### src/rtl/arm_pipe_pkg.sv
// arm_pipe_pkg: shared pipeline types and helpers for the ARM hazard controller
package arm_pipe_pkg;
  typedef struct packed {
    logic       valid;
    logic       rd_we;
    logic [3:0] rd;
    logic       is_load;
    logic       cpsr_we;
  } stage_info_t;
  typedef enum logic [1:0] {FWD_RF = 2'b00, FWD_EXMEM = 2'b01, FWD_MEMWB = 2'b10} fwd_sel_e;
  typedef enum logic [1:0] {RUN, DRAIN, HALTED} halt_state_e;
  localparam logic [3:0] PC_REG = 4'd15;
  function automatic logic hits(stage_info_t s, logic [3:0] r);
    return s.valid && s.rd_we && s.rd == r;
  endfunction
endpackage

### src/rtl/arm_fwd_match.sv
// arm_fwd_match: per-operand producer match against the EX and MEM shadow stages
module arm_fwd_match import arm_pipe_pkg::*; (
  input  logic        used,
  input  logic [3:0]  src,
  input  stage_info_t ex,
  input  stage_info_t mem,
  output fwd_sel_e    sel,
  output logic        load_hit
);
  logic live, ex_hit, mem_hit, unused_ok;
  assign live = used && src != PC_REG;
  assign ex_hit = live && hits(ex, src);
  assign mem_hit = live && hits(mem, src);
  assign load_hit = ex_hit && ex.is_load;
  assign unused_ok = ^{ex.cpsr_we, mem.is_load, mem.cpsr_we};
  // youngest producer wins; WB needs nothing since the regfile is write-through
  always_comb sel = ex_hit ? FWD_EXMEM : mem_hit ? FWD_MEMWB : FWD_RF;
endmodule

### src/rtl/arm_hazard_ctrl.sv
// arm_hazard_ctrl: forwarding, load-use stall, redirect flush and SWI drain control
module arm_hazard_ctrl import arm_pipe_pkg::*; #(
  parameter int STALL_CNT_W = 32
) (
  input  logic                   clk,
  input  logic                   rst,
  input  logic                   id_valid,
  input  logic [2:0]             id_read_mask,
  input  logic [11:0]            id_read_reg,
  input  logic                   id_rd_we,
  input  logic [3:0]             id_rd,
  input  logic                   id_is_load,
  input  logic                   id_cpsr_we,
  input  logic                   id_uses_flags,
  input  logic                   id_halt,
  input  logic                   ex_redirect,
  output logic                   pc_stall,
  output logic                   ifid_stall,
  output logic                   ifid_flush,
  output logic                   idex_bubble,
  output logic [5:0]             fwd_sel,
  output logic [1:0]             cpsr_fwd,
  output logic                   halted,
  output logic [STALL_CNT_W-1:0] stall_cycles
);
  stage_info_t ex_q, mem_q, wb_q;
  halt_state_e state;
  logic [1:0] cnt;
  fwd_sel_e sel [3];
  logic [2:0] load_hit;
  logic run, load_use, stall, unused_ok;
  for (genvar k = 0; k < 3; k++) begin : g_op
    arm_fwd_match u_match (
      .used(id_read_mask[k]),
      .src(id_read_reg[4*k +: 4]),
      .ex(ex_q),
      .mem(mem_q),
      .sel(sel[k]),
      .load_hit(load_hit[k])
    );
  end
  assign run = state == RUN;
  assign load_use = id_valid && |load_hit;
  assign stall = run && load_use && !ex_redirect;
  assign pc_stall = stall || !run;
  assign ifid_stall = pc_stall;
  assign ifid_flush = ex_redirect;
  assign idex_bubble = ex_redirect || stall || state == DRAIN;
  assign unused_ok = ^wb_q;
  // flags come from the youngest in-flight flag writer
  always_comb cpsr_fwd = !id_uses_flags ? 2'b00 : ex_q.cpsr_we ? 2'b01 : mem_q.cpsr_we ? 2'b10 : 2'b00;
  // shadow pipeline, registered operand selects and stall counter
  always_ff @(posedge clk) begin
    if (rst) begin
      ex_q <= '0;
      mem_q <= '0;
      wb_q <= '0;
      fwd_sel <= '0;
      stall_cycles <= '0;
    end else begin
      ex_q <= (idex_bubble || !id_valid) ? '0 : {1'b1, id_rd_we, id_rd, id_is_load, id_cpsr_we};
      mem_q <= ex_q;
      wb_q <= mem_q;
      fwd_sel <= (idex_bubble || !id_valid) ? '0 : {sel[2], sel[1], sel[0]};
      stall_cycles <= stall_cycles + STALL_CNT_W'(stall);
    end
  end
  // SWI drain: three bubble cycles flush older work, then halt until reset
  always_ff @(posedge clk) begin
    if (rst) begin
      state <= RUN;
      cnt <= '0;
      halted <= 1'b0;
    end else begin
      case (state)
        RUN: if (id_valid && id_halt && !ex_redirect && !load_use) begin
          state <= DRAIN;
          cnt <= '0;
        end
        DRAIN: if (cnt == 2'd2) begin
          state <= HALTED;
          halted <= 1'b1;
        end else cnt <= cnt + 2'd1;
        default: ;
      endcase
    end
  end
endmodule
### config.mk
export PLATFORM = sky130hd
export DESIGN_NAME = arm_hazard_ctrl
export DESIGN_NICKNAME = d
export VERILOG_FILES = /design/src/rtl/arm_pipe_pkg.sv /design/src/rtl/arm_fwd_match.sv /design/src/rtl/arm_hazard_ctrl.sv
export SDC_FILE = /design/constraint.sdc
export NUM_CORES = 1
export LEC_CHECK = 0
export BUFFER_PORTS_ARGS = -buffer_cell sky130_fd_sc_hd__buf_2
export CORE_UTILIZATION = 55
export CTS_BUF_LIST = sky130_fd_sc_hd__clkbuf_16
export DETAILED_ROUTE_END_ITERATION = 8
export PLACE_DENSITY = 0.86
export SLEW_MARGIN = 0
export SYNTH_ARGS = -nofsm -noshare
export SYNTH_HDL_FRONTEND = slang
export SYNTH_HIERARCHICAL = 1
export SYNTH_SLANG_ARGS = --single-unit
export TNS_END_PERCENT = 50
### constraint.sdc
create_clock -name clk -period 4.75 [get_ports clk]
set_input_delay 0 -clock clk [delete_from_list [all_inputs] [get_ports clk]]
set_output_delay 0 -clock clk [all_outputs]
set_load 0.005 [all_outputs]
* Word-level counts from Yosys, hierarchy flattened
Index checks and enable logic that the tools add are counted.
Operators by class: add/subtract/negate cells 2, multipliers 0, div/mod/pow operators 0, order comparisons 0, equal/unequal tests 14, shifts and indexed selects 0, mux-type cells 16, bitwise operators 0, reduce and logical (&&, ||, !) cells 44
Operators with widths (number):
- 32-bit by 1-bit adder with 32-bit output | 1
- 1-bit logical AND | 26
- 4-bit == test | 6
- 2-bit two-way mux | 10
- 4-bit inequality test (second input constant) | 3
- 3-bit OR reduction | 4
- 8-bit two-way mux | 1
- 2-bit case mux with 2 select lines | 2
- 3-bit AND reduction | 2
- 1-bit zero test | 4
- 1-bit logical OR | 4
- 2-bit by 1-bit inequality test with 1-bit output (second input constant) | 2
- 1-bit two-way mux | 3
- 2-bit by 1-bit adder with 2-bit output (second input constant) | 1
- 2-bit by 1-bit == test with 1-bit output (second input constant) | 1
- 2-bit == test (second input constant) | 1
- 2-bit zero test | 1
- 2-bit inequality test (second input constant) | 1
- 2-bit AND reduction | 1
- 2-bit nonzero test | 1
- 2-bit OR reduction | 1
Storage, ports and cells: flip-flop bits (word level) 58, bits in latches 0, memory bits (writable) 0, memory bits (read-only) 0, output and inout port bits 45, logic and storage cells 93, memories 0

* Longest topological paths before layout
Gate-level depths: netlist of the first run.
depth after elaboration 12, gate-level depth with buffers 12

* Hierarchy
The synthesis of the first run kept the hierarchy.
Modules (own cells, without submodules):
- arm_hazard_ctrl | times used 1, cells each 265, area each 2397.3 um^2, seq. area each 1181.1 um^2
- arm_fwd_match | times used 3, cells each 19, area each 145.1 um^2, seq. area each 0.0 um^2

* Least setup slack after synthesis of the first run
Ideal clock, no wire load.
path kind register to register, start register ex_q[3] in the netlist's numbering, end register stall_cycles[20], library setup time 0.070 ns, arrival time 3.086 ns, path slack 1.594 ns, cell stages (with the launch flop) 13, clock period less this slack 3.156 ns, cells stage by stage dfxtp_1 -> xor2_1 -> nor4_1 -> and3_1 -> nor3_1 -> nor4_1 -> ha_1 -> ha_1 -> nand4_1 -> or4_1 -> clkbuf_1 -> or3_1 -> a21oi_1
Between the ends: word-level cells in the longest chain between the ends 9, elaborated cells between the ends (all ways) 17, classes of those cells 1 x add/sub; 3 x eq/ne; 13 x reduce/logical
RTL lines:
- start, declared | RTL line arm_hazard_ctrl.sv:26 | stage_info_t ex_q, mem_q, wb_q;
- start signal, assigned | RTL line arm_hazard_ctrl.sv:61 | ex_q <= (idex_bubble || !id_valid) ? '0 : {1'b1, id_rd_we, id_rd, id_is_load, id_cpsr_we};
- 4-bit == test | RTL line arm_pipe_pkg.sv:14 | return s.valid && s.rd_we && s.rd == r;
- 1-bit logical AND | RTL line arm_pipe_pkg.sv:14
- 1-bit logical AND | RTL line arm_fwd_match.sv:12 | assign ex_hit = live && hits(ex, src);
- 1-bit logical AND | RTL line arm_fwd_match.sv:14 | assign load_hit = ex_hit && ex.is_load;
- via load_hit[2] | RTL line arm_hazard_ctrl.sv:30 | logic [2:0] load_hit;
- 3-bit OR reduction | RTL line arm_hazard_ctrl.sv:43 | assign load_use = id_valid && |load_hit;
- 1-bit logical AND | RTL line arm_hazard_ctrl.sv:43
- 1-bit logical AND (2 in series) | RTL line arm_hazard_ctrl.sv:44 | assign stall = run && load_use && !ex_redirect;
- 32-bit by 1-bit adder with 32-bit output | RTL line arm_hazard_ctrl.sv:65 | stall_cycles <= stall_cycles + STALL_CNT_W'(stall);
- end signal, assigned | RTL line arm_hazard_ctrl.sv:65
- end, declared | RTL line arm_hazard_ctrl.sv:24 | output logic [STALL_CNT_W-1:0] stall_cycles
The timed path passes the listed nets, and every way through them passes these cells. A chain may end at the register's enable or synchronous reset.

* Worst setup path in the final report of the first run
start register ex_q[4] in the netlist's numbering, end register stall_cycles[30]
Same word-level chain as after synthesis.

==> results.md, run 1 <==
* Outcome: finished, final reports clean
* Remaining global-route overflow at 0
* Post-DP HPWL at 4.30 mm
* Worst r2r dst: stall_cycles[30]
* PD cells at between 300 and 400 mW/mm2
* Antenna violations before repair at 0
* CP Depth at 11
* ANT cells at 0
* Hold Path Class: in -> reg
* Post-Synthesis Cells at 320
* Port bufs at between 70 and 80
* DRC at 0
* Setup crit end kind: flop
* Max FO, Critical Path at 14
* Setup crit end: stall_cycles[30]
* Synth Area per Inst at between 8 and 9 um2
* CP startpoint kind: flop
* Vias in the first global route at roughly 2200
* Die Wd at around 73 um
* Worst r2r src: ex_q[4]
* DR vias/cell at between 5 and 6
* Fin Setup TNS at 0 ns
* Critical path data arrival time at roughly 4 ns
* Worst Path Required at approximately 5.0 ns
* Met3 routed WL at roughly 350 um
* Core Util, Final at ~72%
* # clock sinks at slightly below 60
* RSZ-0062 raised after global routing: no
* Fmax at about 270 MHz
* Met2 wire length at roughly 3 mm
* Clock Skews at roughly 0.0056 ns
* Crit-path cells: xor2_1 -> nor4_1 -> and3_1 -> nor3_1 -> nor4_1 -> ha_1 -> ha_1 -> nand4_1 -> or4_1 -> or4_1 -> a21oi_1
* First-pass GRT wire length at around 10 mm
* Final Wtd Congestion at 0.910
* Vias at roughly 2500
* Htree depth at 3
* Metal-1 WL at around 2.9 mm
* Commonest non-fill, non-tap cells in the layout: buf_2 (72), dfxtp_1 (58), a21oi_1 (23), xor2_1 (20)
* Placed insts at 440
* Die Ht at approximately 73 um
* Sequential standard cell area at ~0.0012 mm2
* Worst Max-Slew Pin Slew at 1.15 ns
* Top routing layer used: met4
* Row cnt at 25
* IO Count at between 70 and 80
* Fin crit share at between 70% and 80%
* Clock Pin Slew Worst Setup and Hold Paths at ~0.050 ns
* GR Util All Layers at around 25%
* CTS tree: built
* First-pass detailed-route iteration total at 4
* Total power at 1.09 mW
* Post-Syn Area at approximately 0.0028 mm2
* Drt wl/cell at about 14 um
* Multi-input logic area at approximately 0.0015 mm2
* Slowest cell delay on critical path at roughly 0.60 ns
* Final setup violation count at 0
* Core area at just under 0.005 mm2
* CP Class: reg -> reg
* Die area at ~0.0054 mm2
* Area growth, synth to finish at 23.4%
* Register-to-register setup slack at just over 1 ns
* Worst Setup SP: ex_q[4]
* Leakage power at between 1 and 1.5 nW
* CTS Buffer Depth at 2
* # fillers at 385
* Post-Layout Inst Area at 0.00346 mm2
* Root buf cell: clkbuf_16
* Largest delay share family, worst path: simple AND/OR/NAND/NOR gates
* Antenna Nets Post-Route at 0
* CP max-delay cell: or4_1
* DP Area at around 0.0032 mm2
* TritonCTS buffer count at 9
* Synth warnings at 6
* Most common cell after layout, fill and taps aside: buf_2
* Worst vdd ir at ~0.23 mV
* Buf+Inv Stages, Crit Path at 0
* Worst-Skew Late Latency at approximately 0.32 ns
* Post-CTS sizing at 0
* Slew Viols, Final at 0
* Final WL at between 6 and 7 mm
* Tmin final at about 3.7 ns
* Final Hold Fails at 0
* Share of cells above drive strength 1 at a little under a quarter
* MaxCap Viol Count at 0
* Nets@finish at 423
* Worst reg2reg path depth at 11
* Largest net degree at the start of global routing at 47
* Starting Density at a little under 60%
* Final Non-Filler Cells at between 400 and 500
* Initial drt markers at ~250
* Post-synth net total at ~350
* Slew margin rel. at between 20% and 30%
-- per-stage QoR --
stage	hold slack, ns	setup slack [ns]
after floorplan	0.0808	1.59
after global placement	0.200	1.26
after detailed placement	0.202	1.15
after CTS	0.0503	0.966
after global routing	0.0567	0.705
final	0.0588	1.01
-- layer usage --
layer | GRT usage, % | vias up
met5 | 0 | -
met4 | 9.62 | 0
met3 | 8.78 | 15
met2 | 40.7 | 87
met1 | 30.0 | 1140
li1 | - | 1275
-- where the power goes --
group / internal, mW / switching [mW] / total [mW]
Combinational: 0.0263 / 0.0288 / 0.0551
Sequential: 0.492 / 0.00488 / 0.497
Clock: 0.335 / 0.202 / 0.536
Total: 0.853 / 0.235 / 1.09
-- tightest hold or removal path: cells and delay by family --
| kind | cells | cell delay [ns] |
|---|---|---|
| simple gates | 2 | 0.19 |
| buf+inv | 1 | 0.10 |
| compound gates | 1 | 0.03 |
-- worst min path at each step --
stage	from	end	slack [ns]	cells after the start
after detailed placement	id_cpsr_we	ex_q[0]	0.20	2
final	id_read_mask[0]	fwd_sel[1]	0.06	4
after global routing	id_read_mask[0]	fwd_sel[1]	0.06	4
after floorplan	ex_redirect	ifid_flush	0.08	1
after CTS	id_read_mask[0]	fwd_sel[1]	0.05	4
after global placement	id_rd[3]	ex_q[5]	0.20	2
-- registers in the layout, indices dropped and copies added, names as in the netlist --
| name | cells |
|---|---|
| stall_cycles | 32 |
| ex_q | 8 |
| mem_q | 7 |
| fwd_sel | 6 |
| cnt | 2 |
| state | 2 |
| halted | 1 |
-- cell type report --
type	instances	share of cell area, %
clock buffers	9	6.50
clock inverters	4	0.434
inverters	9	0.975
multi-input cells	234	43.7
flip-flops and latches	58	33.5
well taps	67	2.42
repair buffers	79	12.4
-- what timing repair did --
action                    4_1_cts  5_1_grt
hold buffers                    7        0
hold endpoints to repair        7        0
buffers inserted                0        0
Note: power is estimated with default switching activity, not from simulation.
==> run 2: changes to the inputs <==
--- a/config.mk
+++ b/config.mk
@@ -5,11 +5,12 @@
 export SDC_FILE = /design/constraint.sdc
 export NUM_CORES = 1
 export LEC_CHECK = 0
+export ABC_AREA = 1
 export BUFFER_PORTS_ARGS = -buffer_cell sky130_fd_sc_hd__buf_2
-export CORE_UTILIZATION = 55
+export CORE_UTILIZATION = 49
 export CTS_BUF_LIST = sky130_fd_sc_hd__clkbuf_16
 export DETAILED_ROUTE_END_ITERATION = 8
-export PLACE_DENSITY = 0.86
+export PLACE_DENSITY = 0.8
 export SLEW_MARGIN = 0
 export SYNTH_ARGS = -nofsm -noshare
 export SYNTH_HDL_FRONTEND = slang
==> constraint.sdc (replaced) <==
create_clock -name clk -period 3.17 [get_ports clk]
set_input_delay 0 -clock clk [delete_from_list [all_inputs] [get_ports clk]]
set_output_delay 0 -clock clk [all_outputs]
set_load 0.005 [all_outputs]
==> run 2 against run 1 <==
The flow now finishes with violations (DRC); clock skew is 0.0025 ns higher; core utilization is 9.1 points lower; worst setup slack worse by 0.56 ns; critical path depth is 8 higher; sequential share of layout area is 4.7 points lower; flip-flop and latch count stayed put; critical endpoint is now stall_cycles[28]; largest cell class unchanged.
==> results.md, run 2 <==
* Max FO, Critical Path at 7 (-7)
* Post-synth net total at 566 (+61%)
* Area growth, synth to finish at 21.9%
* Share of cells above drive strength 1 at 22.0% (-0.68 points)
* # fillers at 602 (+56%)
* Die Wd at 84.2 um (+15%)
* CTS tree: built
* CP dominant cell by count: nand2_1
* Post-Synthesis Cells at 534 (+67%)
* Hold Path Class: in -> reg
* Post-CTS Setup Inserts at 0 (unchanged)
* DRC at 6 (+6)
* Leakage power at 1.77 nW (+24%)
* Commonest non-fill, non-tap cells in the layout: nand2_1 (148), nor2_1 (103), inv_1 (87), buf_2 (72), dfxtp_1 (58)
* Initial drt markers at 211 (-17%)
* Max FFs per register at 32 (unchanged)
* RSZ-0062 raised after global routing: no
* Tmin final at 2.72 ns (-1.02 ns)
* CP startpoint kind: flop
* Worst Max-Slew Pin Slew at 0.774 ns (-0.372 ns)
* DR vias/cell at 4.94 (-9.7%)
* Largest delay share family, worst path: simple AND/OR/NAND/NOR gates
* Die area at 0.00709 mm2 (+31%)
* Buf+Inv Stages, Crit Path at 1 (+1)
* Core Util, Final at 62.8% (-9.1 points)
* CP max-delay cell: dfxtp_1
* Worst Path Required at 3.35 ns (-1.65 ns)
* Port bufs at 72 (unchanged)
* Violated checks: DRC
* Vias in the first global route at 3254 (+49%)
* Final Wtd Congestion at 0.936 (+2.8%)
* Worst-Skew Late Latency at 0.33 ns (about the same)
* MaxCap Viol Count at 0 (unchanged)
* Fmax at 368 MHz (+38%)
* Starting Density at 51.5% (-6.7 points)
* Biggest register: stall_cycles
* First-pass detailed-route iteration total at 7 (+3)
* Slew Viols, Final at 0 (unchanged)
* Slew margin rel. at 48.4% (+25 points)
* Root buf cell: clkbuf_16
* Htree depth at 3 (unchanged)
* Setup crit end kind: flop
* Clock Skews at 0.00816 ns (+0.00255 ns)
* Post-DP HPWL at 5.88 mm (+36%)
* Remaining global-route overflow at 0 (unchanged)
* PD cells at 415 mW/mm2 (+32%)
* Row cnt at 29 (+16%)
* Worst Hold Slack at 0.102 ns (+0.0429 ns)
* Largest regs: stall_cycles: 32 flops, ex_q: 8 flops, mem_q: 7 flops
* Most common cell after layout, fill and taps aside: nand2_1
* TritonCTS buffer count at 9 (unchanged)
* First-pass GRT wire length at 13.7 mm (+36%)
* Post-Syn Area at 0.00331 mm2 (+18%)
* Fin crit share at 85.8% (+7.0 points)
* Final WL at 8.02 mm (+27%)
* CP Class: reg -> reg
* Synth Area per Inst at 6.20 um2 (-29%)
* Final setup violation count at 0 (unchanged)
* Slowest cell delay on critical path at 0.47 ns (-0.13 ns)
* ANT cells at 0 (unchanged)
* CTS Buffer Depth at 2 (unchanged)
* Fin Setup TNS at 0 ns (unchanged)
* Nets@finish at 646 (+53%)
* Worst vdd ir at 0.267 mV (+18%)
* Final Hold Fails at 0 (unchanged)
* Core area at 0.00642 mm2 (+33%)
* Critical path data arrival time at 2.90 ns (-1.09 ns)
* Crit-path cells: inv_1 -> nand2_1 -> nand2_2 -> nor2_2 -> nand2_2 -> nor3_2 -> nor2_1 -> nand2_1 -> nand3_1 -> nor2_1 -> ha_1 -> ha_1 -> nand2_2 -> nor2_4 -> nand2_4 -> nor2_8 -> nand2_1 -> nand2_1 -> a21oi_2
* GR Util All Layers at 24.4% (-0.53 points)
* Antenna violations before repair at 0 (unchanged)
* Clock Pin Slew Worst Setup and Hold Paths at 0.05 ns (about the same)
* Die Ht at 84.2 um (+15%)
* Largest net degree at the start of global routing at 41 (-13%)
* Drt wl/cell at 11.5 um (-16%)
* Vias at 3439 (+37%)
* Antenna Nets Post-Route at 0 (unchanged)
* # clock sinks at 58 (unchanged)
* Outcome: finished with violations
* IO Count at 73 (unchanged)
* Synth warnings at 6 (unchanged)
## run 2: where the power goes
part	internal, mW	switching, mW
sequential	0.736	0.00670
combinational	0.0423	0.0629
clock	0.511	0.315
total	1.29	0.385
## run 2: timing repair
action                    CTS  global route
hold endpoints to repair    7             0
gates resized for setup     0             0
hold buffers                7             0
## run 2: path summary, 6_finish.rpt
path                                      start  cells after the start                to  slack [ns]
worst max-delay path                    ex_q[4]                     19  stall_cycles[28]        0.45
worst min-delay path            id_read_mask[2]                      7        fwd_sel[5]        0.10
worst max register to register          ex_q[4]                     19  stall_cycles[28]        0.45
worst min register to register          ex_q[0]                      2          mem_q[0]        0.44
## run 2: layout make-up
class                   count  area, um2  share of cell area, %
well taps                  77       96.3                   2.39
inverters                  93        349                   8.66
clock inverters             7       30.0                  0.745
clock buffers               9        225                   5.58
flip-flops and latches     58       1160                   28.8
multi-input cells         373       1740                   43.2
repair buffers             79        430                   10.7
## run 2: metal layers
metal	track usage [%]	up-vias	part of all wire, %
met5	0	-	0
met4	11.9	0	2.4
met3	5.21	22	5.5
met2	41.9	114	49
met1	28.9	1542	43
li1	-	1761	-
## run 2: metrics by stage
stage               total power [mW]  worst slack, ns  std cells  cell area [um2]
finish                          1.67            0.451        696             4030
global route                    1.75            0.137        696             4030
CTS                             1.69            0.440        696             4030
detailed placement             0.854            0.466        673             3710
global placement               0.851            0.568        673             3710
floorplan                      0.817            0.801        534             3310
## run 2: worst reg2reg max path, delay by kind of cell (launching register included)
| family | cells | cell delay (ns) |
|---|---|---|
| AO/OA/AOI/OAI | 1 | 0.05 |
| adder cells (fa/ha/maj) | 2 | 0.47 |
| buffers and inverters | 1 | 0.07 |
| flip-flops | 1 | 0.47 |
| AND/OR/NAND/NOR | 15 | 1.51 |
